### src/rtl/mul8_seq.sv
// Sequential 8x8 unsigned multiplier built on one time-shared 4x4 Wallace multiplier.
// Optional accumulate mode enabled by macro MUL8_SEQ_ACC_EN.

module mul4_wallace (
  input  logic [3:0] x,
  input  logic [3:0] y,
  output logic [7:0] p
);
  logic [3:0] pp [4];
  logic h1s, h1c, f2s, f2c, f3s, f3c, f4s, f4c, h5s, h5c;
  logic s3, c3, s4, c4, s5, c5, s6, c6;
  logic [7:0] row0, row1;

  always_comb begin
    for (int i = 0; i < 4; i++) begin
      for (int j = 0; j < 4; j++) begin
        pp[i][j] = x[i] & y[j];
      end
    end
  end

  // first reduction layer: pp[i][j] carries weight i+j
  assign {h1c, h1s} = pp[0][1] + pp[1][0];
  assign {f2c, f2s} = pp[0][2] + pp[1][1] + pp[2][0];
  assign {f3c, f3s} = pp[0][3] + pp[1][2] + pp[2][1];
  assign {f4c, f4s} = pp[1][3] + pp[2][2] + pp[3][1];
  assign {h5c, h5s} = pp[2][3] + pp[3][2];

  // second layer brings every column down to at most two bits
  assign {c3, s3} = f3s + pp[3][0];
  assign {c4, s4} = f4s + f3c;
  assign {c5, s5} = h5s + f4c;
  assign {c6, s6} = pp[3][3] + h5c;

  assign row0 = {c6, s6, s5, s4, s3, f2s, h1s, pp[0][0]};
  assign row1 = {1'b0, c5, c4, c3, f2c, h1c, 2'b00};
  assign p    = row0 + row1;
endmodule

module mul8_seq #(
  parameter int FAST_ZERO = 1
) (
  input  logic        clk,
  input  logic        rst_n,
  input  logic        in_valid,
  output logic        in_ready,
  input  logic [7:0]  a,
  input  logic [7:0]  b,
  input  logic        acc,
  output logic        out_valid,
  input  logic        out_ready,
  output logic [15:0] prod,
  output logic        busy
);
  typedef enum logic [1:0] {IDLE, MUL, DONE} state_t;

  state_t      state;
  logic [1:0]  step;
  logic [7:0]  a_q, b_q;
  logic [15:0] accum;
  logic [15:0] start_val;
  logic [3:0]  nib_a, nib_b;
  logic [7:0]  pp;
  logic [15:0] pp_shift;
  logic [15:0] sum;
  logic        zero_ops;

`ifdef MUL8_SEQ_ACC_EN
  assign start_val = acc ? prod : 16'h0000;
`else
  logic unused_acc;
  assign unused_acc = acc;
  assign start_val  = 16'h0000;
`endif

  // step[1] selects the high nibble of a, step[0] the high nibble of b
  assign nib_a = step[1] ? a_q[7:4] : a_q[3:0];
  assign nib_b = step[0] ? b_q[7:4] : b_q[3:0];

  mul4_wallace u_mul (
    .x(nib_a),
    .y(nib_b),
    .p(pp)
  );

  always_comb begin
    pp_shift = {8'h00, pp};
    case (step)
      2'd0:    pp_shift = {8'h00, pp};
      2'd1,
      2'd2:    pp_shift = {4'h0, pp, 4'h0};
      default: pp_shift = {pp, 8'h00};
    endcase
  end

  assign sum      = accum + pp_shift;
  assign zero_ops = (a_q == 8'h00) || (b_q == 8'h00);
  assign in_ready = (state == IDLE);
  assign busy     = (state != IDLE);

  always_ff @(posedge clk or negedge rst_n) begin
    if (!rst_n) begin
      state     <= IDLE;
      step      <= 2'd0;
      a_q       <= 8'h00;
      b_q       <= 8'h00;
      accum     <= 16'h0000;
      prod      <= 16'h0000;
      out_valid <= 1'b0;
    end else begin
      case (state)
        IDLE: begin
          if (in_valid) begin
            a_q   <= a;
            b_q   <= b;
            step  <= 2'd0;
            accum <= start_val;
            state <= MUL;
          end
        end
        MUL: begin
          if ((FAST_ZERO != 0) && zero_ops) begin
            prod      <= accum;
            out_valid <= 1'b1;
            state     <= DONE;
          end else begin
            accum <= sum;
            step  <= step + 2'd1;
            if (step == 2'd3) begin
              prod      <= sum;
              out_valid <= 1'b1;
              state     <= DONE;
            end
          end
        end
        DONE: begin
          if (out_ready) begin
            out_valid <= 1'b0;
            state     <= IDLE;
          end
        end
        default: begin
          state     <= IDLE;
          out_valid <= 1'b0;
        end
      endcase
    end
  end
endmodule

### config.mk
export PLATFORM = sky130hd
export DESIGN_NAME = mul8_seq
export DESIGN_NICKNAME = d
export VERILOG_FILES = /design/src/rtl/mul8_seq.sv
export SDC_FILE = /design/constraint.sdc
export NUM_CORES = 1
export LEC_CHECK = 0
export CAP_MARGIN = 20
export CELL_PAD_IN_SITES_DETAIL_PLACEMENT = 1
export CELL_PAD_IN_SITES_GLOBAL_PLACEMENT = 2
export CORE_MARGIN = 1.5
export CORE_UTILIZATION = 30
export CTS_CLUSTER_DIAMETER = 50
export DETAILED_ROUTE_END_ITERATION = 7
export PLACE_DENSITY = 0.72
export SLEW_MARGIN = 20
export SYNTH_ARGS = -nofsm -noshare
export SYNTH_HDL_FRONTEND = slang
export SYNTH_SLANG_ARGS = --single-unit
### constraint.sdc
create_clock -name clk -period 8 [get_ports clk]
set_input_delay 1.6 -clock clk [delete_from_list [all_inputs] [get_ports clk]]
set_output_delay 1.6 -clock clk [all_outputs]
set_load 0.005 [all_outputs]
**Word level (Yosys, flattened, before mapping)**

Index checks and enable logic that the tools add are counted.

- Flip-flop bits (word level): 53
- Input port bits: 21
- Output and inout bits: 19
- Word-level logic and storage cells: 82

- $add $sub $neg: 15
- Equality and inequality tests: 9
- Bitwise operators: 17
- Mux-type cells: 20
- Reduce and logical (&&, ||, !) cells: 14

Operator list:

| operator | count |
|---|---|
| 16-bit 2-to-1 mux | 4 |
| 16-bit one-hot mux with 2 select lines | 2 |
| 1-bit by 1-bit adder with 2-bit output | 9 |
| 16-bit adder | 1 |
| 1-bit AND | 16 |
| 8-bit zero test | 2 |
| 2-bit 2-to-1 mux | 6 |
| 3-bit AND reduction | 3 |
| 8-bit by 7-bit adder with 8-bit output | 1 |
| 4-bit 2-to-1 mux | 2 |
| 2-bit by 1-bit adder with 2-bit output | 3 |
| 2-bit equality test (second input constant) | 3 |
| 2-bit inequality test (second input constant) | 3 |
| 2-bit one-hot mux with 3 select lines | 1 |
| 2-bit nonzero test | 3 |
| 2-bit by 1-bit equality test with 1-bit output (second input constant) | 2 |
| 2-bit zero test | 2 |
| 2-bit one-hot mux with 2 select lines | 1 |
| 2-bit AND reduction | 2 |
| 1-bit 2-to-1 mux | 3 |
| 3-bit inequality test (second input constant) | 1 |
| 1-bit one-hot mux with 3 select lines | 1 |
| 2-bit by 1-bit adder with 2-bit output (second input constant) | 1 |
| 2-bit OR reduction | 1 |
| other kinds (2) | 2 |

**Longest topological paths before layout**

Gate-level depths: netlist (run 1).

- Depth after elaboration: 10
- Depth in mapped cells: 20
- Gate-level depth less buffers: 19

**By module**

A second synthesis (run 1) with hierarchy kept.

- Cells, all modules: 388
- Area, all modules: 3627.2 µm²

By module, submodules not included:

| module | cells each | area each (µm²) | instances | sequential area each (µm²) |
|---|---|---|---|---|
| mul8_seq | 337 | 3183.1 | 1 | 1326.3 |
| mul4_wallace | 51 | 444.2 | 1 | 0.0 |

**Worst setup path before layout (run 1)**

OpenSTA, ideal clock, no wires.

- Path kind: reg-to-reg
- Start point: reg step[0]
- End point: reg accum[14]
- Buffers on the path: 2
- Library setup time: 0.069 ns
- Stages on the path, launching flop included: 21
- Arrival: 4.402 ns
- Required time: 7.931 ns
- Period minus slack after synthesis: 4.471 ns
- Path slack: 3.529 ns
- Cell sequence: dfrtp_1 > clkbuf_1 > mux2i_1 > or2_2 > fa_1 > inv_1 > ha_1 > ha_1 > o211ai_1 > o21ai_1 > xor2_1 > a21oi_1 > nor2_1 > ha_1 > buf_6 > a21oi_2 > o21ai_1 > o21bai_1 > o21a_1 > or4_1 > nand3_1

- Word-level cells in the longest chain between the ends: 10
- Elaborated cells between the ends (all ways): 38
- Those cells by class: 14 x add/sub; 2 x eq/ne; 4 x mux; 16 x bitwise; 2 x reduce/logical

Ends and longest elaborated chain:

| element | line | RTL |
|---|---|---|
| from (decl) | 58 | `logic [1:0] step;` |
| from (signal assigned) | 128 | `step <= step + 2'd1;` |
| 4-bit 2-to-1 mux | 78 | `assign nib_b = step[0] ? b_q[7:4] : b_q[3:0];` |
| 1-bit AND | 17 | `pp[i][j] = x[i] & y[j];` |
| 1-bit by 1-bit adder with 2-bit output, on equally long branches | 25, 26 |  |
| 2-bit by 1-bit adder with 2-bit output, on equally long branches | 25, 26 |  |
| 1-bit by 1-bit adder with 2-bit output, on equally long branches | 30, 31, 32 |  |
| 8-bit by 7-bit adder with 8-bit output | 37 | `assign p = row0 + row1;` |
| 16-bit one-hot mux with 2 select lines * | 88 | `case (step)` |
| 16-bit adder * | 96 | `assign sum = accum + pp_shift;` |
| 16-bit 2-to-1 mux * | 122 | `if ((FAST_ZERO != 0) && zero_ops) begin` |
| 16-bit one-hot mux with 2 select lines * | 111 | `case (state)` |
| to (signal assigned) | 117 | `accum <= start_val;` |
| to (signal assigned) | 127 | `accum <= sum;` |
| to (decl) | 60 | `logic [15:0] accum;` |

Mark *: on every way between the ends. The rest lies on a longest branch, timed or not. The select of a mux whose other input is x is not followed.
A chain may end at the register's enable or synchronous reset.

**Worst setup path after layout (run 1)**

- Start point: reg step[0]
- End point: reg prod[12]

- Word-level cells in the longest chain between the ends: 10
- Elaborated cells between the ends (all ways): 41
- Those cells by class: 14 x add/sub; 3 x eq/ne; 4 x mux; 16 x bitwise; 4 x reduce/logical

Ends and longest elaborated chain:

| element | line | RTL |
|---|---|---|
| 4-bit 2-to-1 mux | 78 |  |
| 1-bit AND | 17 |  |
| 1-bit by 1-bit adder with 2-bit output, on equally long branches | 25, 26 |  |
| 2-bit by 1-bit adder with 2-bit output, on equally long branches | 25, 26 |  |
| 1-bit by 1-bit adder with 2-bit output, on equally long branches | 30, 31, 32 |  |
| 8-bit by 7-bit adder with 8-bit output | 37 |  |
| 16-bit one-hot mux with 2 select lines | 88 |  |
| 16-bit adder | 96 |  |
| 16-bit 2-to-1 mux | 129 | `if (step == 2'd3) begin` |
| 16-bit 2-to-1 mux | 122 |  |
| to (signal assigned) | 123 | `prod <= accum;` |
| to (signal assigned) | 130 | `prod <= sum;` |
| to (decl) | 52 | `output logic [15:0] prod,` |

Several ways; a longest one is shown, not always the timed one. The select of a mux whose other input is x is not followed.

==> summary.txt, run 1 <==
Drt
  – Router iterations before antenna repair: 4
  – Initial drt markers: just under 100
  – Routed WL per cell: approximately 16 µm
  – Total number of vias: approximately 3200
  – DR DRC count: 0
  – Drt total wl: approximately 10 mm
  – Vias per cell: slightly above 5
  – Antenna Violating Nets Remaining: 0

Logic synthesis
  – Top cells by area, synth: dfrtp_1 (35%), ha_1 (9.4%), nand2_1 (5.7%)
  – Async set-reset flop share out of synthesis: 100.0%
  – FF+latch count, synth: 53
  – Main flop type after synthesis: dfrtp_1
  – Syn. warnings: 0
  – Yosys cell types: 57
  – Syn Nets: ~470
  – Synthesized area per cell: between 9 and 10 µm²
  – Synth top area share: a little over a third
  – Post-Syn Area: 3737 µm²
  – Seq/Total Area, Yosys: roughly 35%
  – Cell taking the most area after synthesis: dfrtp_1
  – Number of synthesized flops with an enable pin: 0
  – Cell count after synthesis: between 400 and 500

STA
  – Fmax: 200.5 MHz
  – RSZ-0062 raised after global routing: false
  – Worst slew margin: 45.40%
  – Worst-margin pin slew: 0.8190 ns
  – Final worst-path cycle share: between 60% and 70%
  – Post-Route Skew: roughly 0.0065 ns
  – Final min period: between 4 and 5 ns
  – Final count of hold timing violations: 0
  – Pins Over Slew Limit: 0
  – Final setup viols: 0
  – Final TNS setup: 0 ns

Cells and area
  – Diodes inserted: 0
  – Post-layout util: a little over a third
  – Number of fillers in the final layout: approximately 1400
  – Synth-to-Final Area Change: 18.01%
  – Nets: 500
  – Share of layout cells above drive strength 1: 10.51%
  – Non-filler instance count after layout: between 600 and 700

Floorplan
  – Die area: 13140 µm²
  – Row count: 40
  – Initial Utilization: between 30% and 40%
  – I/O pin count: 40
  – Die extent in x: ~110 µm
  – Die Y: about 110 µm
  – CORE AREA: 12060 µm²

Clock network
  – Total CTS buffers: 5
  – Htree depth: 2
  – CTS tree: built
  – Max Buffers Root-to-Sink: 2
  – Root Driver: clkbuf_16
  – # Post-CTS Setup Buffers: 0
  – Clock Latency Late Sink: 0.30 ns
  – Clk slew on worst S/H paths: 0.08 ns
  – Post-CTS Hold Buffers: 0
  – Post_cts resized: 0
  – Clock net sink count: 53

Place
  – Placer Congestion: about 0.8
  – HPWL Detailed: about 7.5 mm
  – Placed Cells: 607
  – Port buffer count: 38

Global routing
  – Pin count of the biggest net entering global routing: 54
  – Grt ovf: 0
  – Global-route usage over all layers: between 10% and 20%
  – Number of global-route vias before repair: roughly 3400
  – First-pass GRT wire length: around 17 mm
  – Initial antenna violation count: 0

Setup path
  – Worst R2R Path Depth: 17
  – CP bufs+invs: 1
  – Crit start category: flop
  – Top delay family on crit path: adder cells
  – Critical Path Fanout Max: 8
  – Setup CP Type: flop to flop
  – Arrival time worst endpoint: between 5 and 6 ns
  – CP cell instances: mux2i_1 > or2_2 > fa_1 > inv_1 > ha_1 > ha_1 > o211ai_1 > o21ai_1 > xor2_1 > a21oi_1 > nor2_1 > ha_1 > nand3_1 > o21bai_1 > nor2_1 > o21a_1 > a211oi_1
  – Req. time, crit path: a little over 8 ns
  – Slowest CP cell: dfrtp_1
  – Crit end category: flop
  – Cell count along the critical path: 17
  – Cell mode on critical path: ha_1
  – CP max stage delay: between 0.5 and 0.6 ns

Flow run
  – Max Cap Viol: 0

Hold path
  – Hold WC Path Type: flop to flop
  – Hold path cells: 2

Run status
  – Run status: finished clean
[cells in the final DEF (no fill, tap or decap), types with 4 or more instances in the layout]
master,n
nand2_1,57
dfrtp_1,53
clkdlybuf4s50_1,37
nor2_1,36
ha_1,28
nand3_1,25
o21ai_0,23
a21oi_1,19
mux2_2,16
inv_1,14
xnor2_1,12
mux2i_1,9
o211ai_1,9
a31oi_1,7
a21o_1,6
and2_1,6
nor4_1,5
fa_1,5
clkbuf_16,5
buf_4,5
o21ai_1,4
o21a_1,4
[path summary, 6_finish.rpt]
check | startpoint | endpoint | slack, ns
max | step[0]$_DFFE_PN0P_ | prod[12]$_DFFE_PN0P_ | 3.01
max reg2reg | step[0]$_DFFE_PN0P_ | prod[12]$_DFFE_PN0P_ | 3.01
min reg2reg | prod[9]$_DFFE_PN0P_ | prod[9]$_DFFE_PN0P_ | 0.49
max in group asynchronous | rst_n | prod[11]$_DFFE_PN0P_ | 6.09
min | prod[9]$_DFFE_PN0P_ | prod[9]$_DFFE_PN0P_ | 0.49
min in group asynchronous | rst_n | prod[4]$_DFFE_PN0P_ | 1.45
[worst min-delay path, stage by stage (launching register included)]
cell and delay [ns]:
dfrtp_1 0.34, nand2_1 0.05, nand3_1 0.06
[cells in the mapped netlist (all sizes together) (2+ instances only)]
cell      n
a211oi    4
a21boi    2
a21o      7
a21oi    21
a22o      3
a22oi     4
a31oi     8
and2      7
and3      3
buf      12
clkbuf    7
dfrtp    53
fa        5
ha       28
inv      14
mux2     16
mux2i     9
nand2    57
nand2b    3
nand3    25
nand4     2
nor2     37
nor2b     3
nor3      5
nor4      5
o2111ai   3
o211ai   10
o21a      4
o21ai    27
o21bai    2
or2       3
or3       2
xnor2    12
xor2      3
[flip-flops by register name, summed over array words and instances, names as in the netlist]
register   flops
step           2
state          2
out_valid      1
prod          16
accum         16
b_q            8
a_q            8
[cell type report]
type	count	area [µm²]	area share (%)
well taps	168	210.2	4.766
flip-flops and latches	53	1326	30.07
clock inverters	3	25.02	0.5674
multi-input cells	329	2258	51.21
inverters	14	52.55	1.191
clock buffers	5	125.1	2.837
repair buffers	43	412.9	9.362
[per-stage QoR]
step | hold slack [ns] | setup slack [ns] | instance area, µm²
after global placement | 0.4620 | 3.054 | 4260
after global routing | 0.5332 | 2.620 | 4410
after CTS | 0.4912 | 2.936 | 4410
after floorplan | 0.4730 | 3.529 | 3737
after detailed placement | 0.4746 | 2.992 | 4260
final | 0.4858 | 3.013 | 4410
[metal layers]
metal  up-vias  global-route usage [%]  routed length (µm)
met5         -                       0                   0
met4         0                   5.750                 246
met3        18                   2.488                 236
met2        45                   29.46                4983
met1      1550                   20.65                4583
li1       1547                       -                   -
[cells by family (layout without fill, tap and decap cells)]
logic type	Yosys count	count (layout)	share of synthesized area, %
AOI/OAI and AO/OA	102	102	18.51
xor gates and xnor gates	15	15	3.515
adders and majority gates	33	33	12.05
buffers and inverters	33	65	4.385
DFF	53	53	35.49
muxes	25	25	7.231
and+or+nand+nor	154	154	18.82
Power of run 1 is not shown: default switching activity piles up to over one toggle a cycle in this logic, so the estimate is an artifact.
==> run 2, diff against run 1 <==
- clock period: 8 -> 5 ns (I/O delays scaled with it)
==> run 2 against run 1 <==
Clock-buffer cell count did not move. Non-clock buffer count rose by 9. Die area did not move. Global-route usage rose by 0.30 points. Routed wire length rose by 2.3%. Clock skew rose by 0.00095 ns. First-iteration DRC count fell by 6.1%. Setup slack got worse by 2.7 ns. Largest cell class unchanged. Critical endpoint is now accum[15]$_DFFE_PN0P_.
==> summary.txt, run 2 (synthesis gave the netlist of run 1 again) <==
Drt
  – Antenna Violating Nets Remaining: 0 (unchanged)
  – Router iterations before antenna repair: 4 (unchanged)
  – Drt total wl: 10.28 mm (+2.3%)
  – Routed WL per cell: 16.48 µm (+0.85%)
  – Total number of vias: 3195 (+1.1%)
  – DR DRC count: 0 (unchanged)
  – Initial drt markers: 92 (-6.1%)
  – Vias per cell: 5.120 (-0.35%)

Place
  – Port buffer count: 38 (unchanged)
  – Placer Congestion: 0.8257 (+2.3%)
  – HPWL Detailed: 7.739 mm (+3.3%)
  – Placed Cells: 614 (+1.2%)
  – DP Worst Slack: 0.07673 ns (-2.915 ns)

Clock network
  – Clock Latency Late Sink: 0.31 ns (about the same)
  – Max Buffers Root-to-Sink: 2 (unchanged)
  – CTS tree: built
  – Root Driver: clkbuf_16
  – Clk slew on worst S/H paths: 0.08 ns (about the same)
  – Clock net sink count: 53 (unchanged)
  – Total CTS buffers: 5 (unchanged)
  – Post-CTS Hold Buffers: 0 (unchanged)
  – Htree depth: 2 (unchanged)

STA
  – Final setup viols: 0 (unchanged)
  – Fmax: 212.2 MHz (+5.8%)
  – Pins Over Slew Limit: 0 (unchanged)
  – Final count of hold timing violations: 0 (unchanged)
  – Worst slew margin: 46.49% (+1.1 points)
  – Post-Route Skew: 0.007409 ns (+0.0009544 ns)
  – Worst Setup Slack, final: 0.2873 ns (-2.726 ns)
  – Worst-margin pin slew: 0.8007 ns (-0.01829 ns)
  – Final min period: 4.713 ns (-0.2740 ns)
  – Final worst-path cycle share: 94.25% (+32 points)
  – WHS: 0.4830 ns (-0.002815 ns)

Global routing
  – Number of global-route vias before repair: 3428 (+1.2%)
  – Initial antenna violation count: 0 (unchanged)
  – Grt ovf: 0 (unchanged)
  – Global-route usage over all layers: 16.97% (+0.30 points)
  – First-pass GRT wire length: 17.04 mm (+1.1%)
  – Pin count of the biggest net entering global routing: 54 (unchanged)

Setup path
  – Crit end category: flop
  – Critical Path Fanout Max: 8 (unchanged)
  – Critical R2R Capture: accum[15]$_DFFE_PN0P_
  – Worst R2R Path Depth: 18 (+1)
  – Setup CP Type: flop to flop
  – Arrival time worst endpoint: 4.87 ns (-0.32 ns)
  – Reg2reg setup slack: 0.29 ns (-2.73 ns)
  – R2r startpoint: step[0]$_DFFE_PN0P_
  – Req. time, crit path: 5.16 ns (-3.05 ns)
  – Crit path from: step[0]$_DFFE_PN0P_
  – Crit start category: flop

Run status
  – Run status: finished clean

Floorplan
  – Row count: 40 (unchanged)
  – Die extent in x: 114.6 µm (unchanged)
  – I/O pin count: 40 (unchanged)
  – Die Y: 114.6 µm (unchanged)
  – CORE AREA: 12060 µm² (unchanged)
  – Initial Utilization: 30.99% (unchanged)
  – Die area: 13140 µm² (unchanged)

Cells and area
  – Register Area: 1329 µm² (+0.19%)
  – Area of the multi-input gates: 2317 µm² (+2.6%)
  – Nets: 509 (+1.8%)
  – Synth-to-Final Area Change: 21.46%
  – Share of layout cells above drive strength 1: 14.91% (+4.4 points)
  – Commonest non-fill, non-tap cell in the layout: nand2_1
  – Diodes inserted: 0 (unchanged)
  – Most frequent cells in the layout: nand2_1 (57), dfrtp_1 (51), clkdlybuf4s50_1 (37)
  – Top flop regs: accum (16), prod (16)
  – Non-filler instance count after layout: 624 (+1.5%)
  – Number of fillers in the final layout: 1409 (-0.49%)

Hold path
  – Worst Hold Path EP: prod[9]$_DFFE_PN0P_
  – Worst hold path startpoint: prod[9]$_DFFE_PN0P_
  – Hold WC Path Type: flop to flop
  – Hold path cells: 2 (unchanged)

Flow run
  – Max Cap Viol: 0 (unchanged)
[run 2: cell count changes in the layout (fill, tap and decap cells not counted), sizes merged]
cell | previous run | this run
buf | 6 | 15
clkinv | 0 | 1
inv | 16 | 15
[run 2: metrics by stage]
stage           TNS, ns  utilization, %  cell area, µm²
2_1_floorplan         0               -            3737
3_3_place_gp          0           35.76            4313
3_5_place_dp          0           35.76            4313
4_1_cts               0           37.00            4463
5_1_grt        -0.05679           37.63            4539
6_report              0           37.63            4539
[run 2: layer usage]
layer	global-route usage [%]	wire length [µm]
met4	5.250	178
met2	30.70	5212
met1	20.38	4678
met5	0	0
met3	3.017	215
[run 2: worst max-delay path by stage]
stage                                  endpoint  slack (ns)  depth (start not counted)
after global placement    accum[14]$_DFFE_PN0P_        0.18                         18
after CTS                  prod[12]$_DFFE_PN0P_        0.01                         17
after global routing      accum[15]$_DFFE_PN0P_       -0.03                         18
after floorplan           accum[14]$_DFFE_PN0P_        0.53                         20
after detailed placement   prod[12]$_DFFE_PN0P_        0.08                         17
final                     accum[15]$_DFFE_PN0P_        0.29                         18
[run 2: repair_timing]
action                                  CTS  global route
resized for setup                         0            14
endpoints found under the setup margin    0            13
setup buffers                             0             2
[run 2: final cells by class]
cell class	count	share of cell area (%)
multi-input combinational	329	51.05
clock buffer	5	2.756
inverter	14	1.158
sequential	53	29.27
timing repair buffer	52	10.58
clock inverter	3	0.5513
tap	168	4.631
[run 2: worst max-delay path, stage by stage (launching register included)]
cell and delay [ns]:
dfrtp_2 0.50, mux2i_2 0.21, or2_2 0.33, fa_1 0.54, inv_1 0.04, ha_1 0.29, ha_1 0.33, a21o_1 0.17
a21oi_1 0.25, xnor2_2 0.13, a22oi_1 0.15, nor2_1 0.07, ha_1 0.30, a21oi_1 0.25, o211ai_2 0.17, and2_1 0.21
a41o_1 0.28, xnor2_1 0.24, o21ai_0 0.11
Power of run 2 is left out for the same reason.
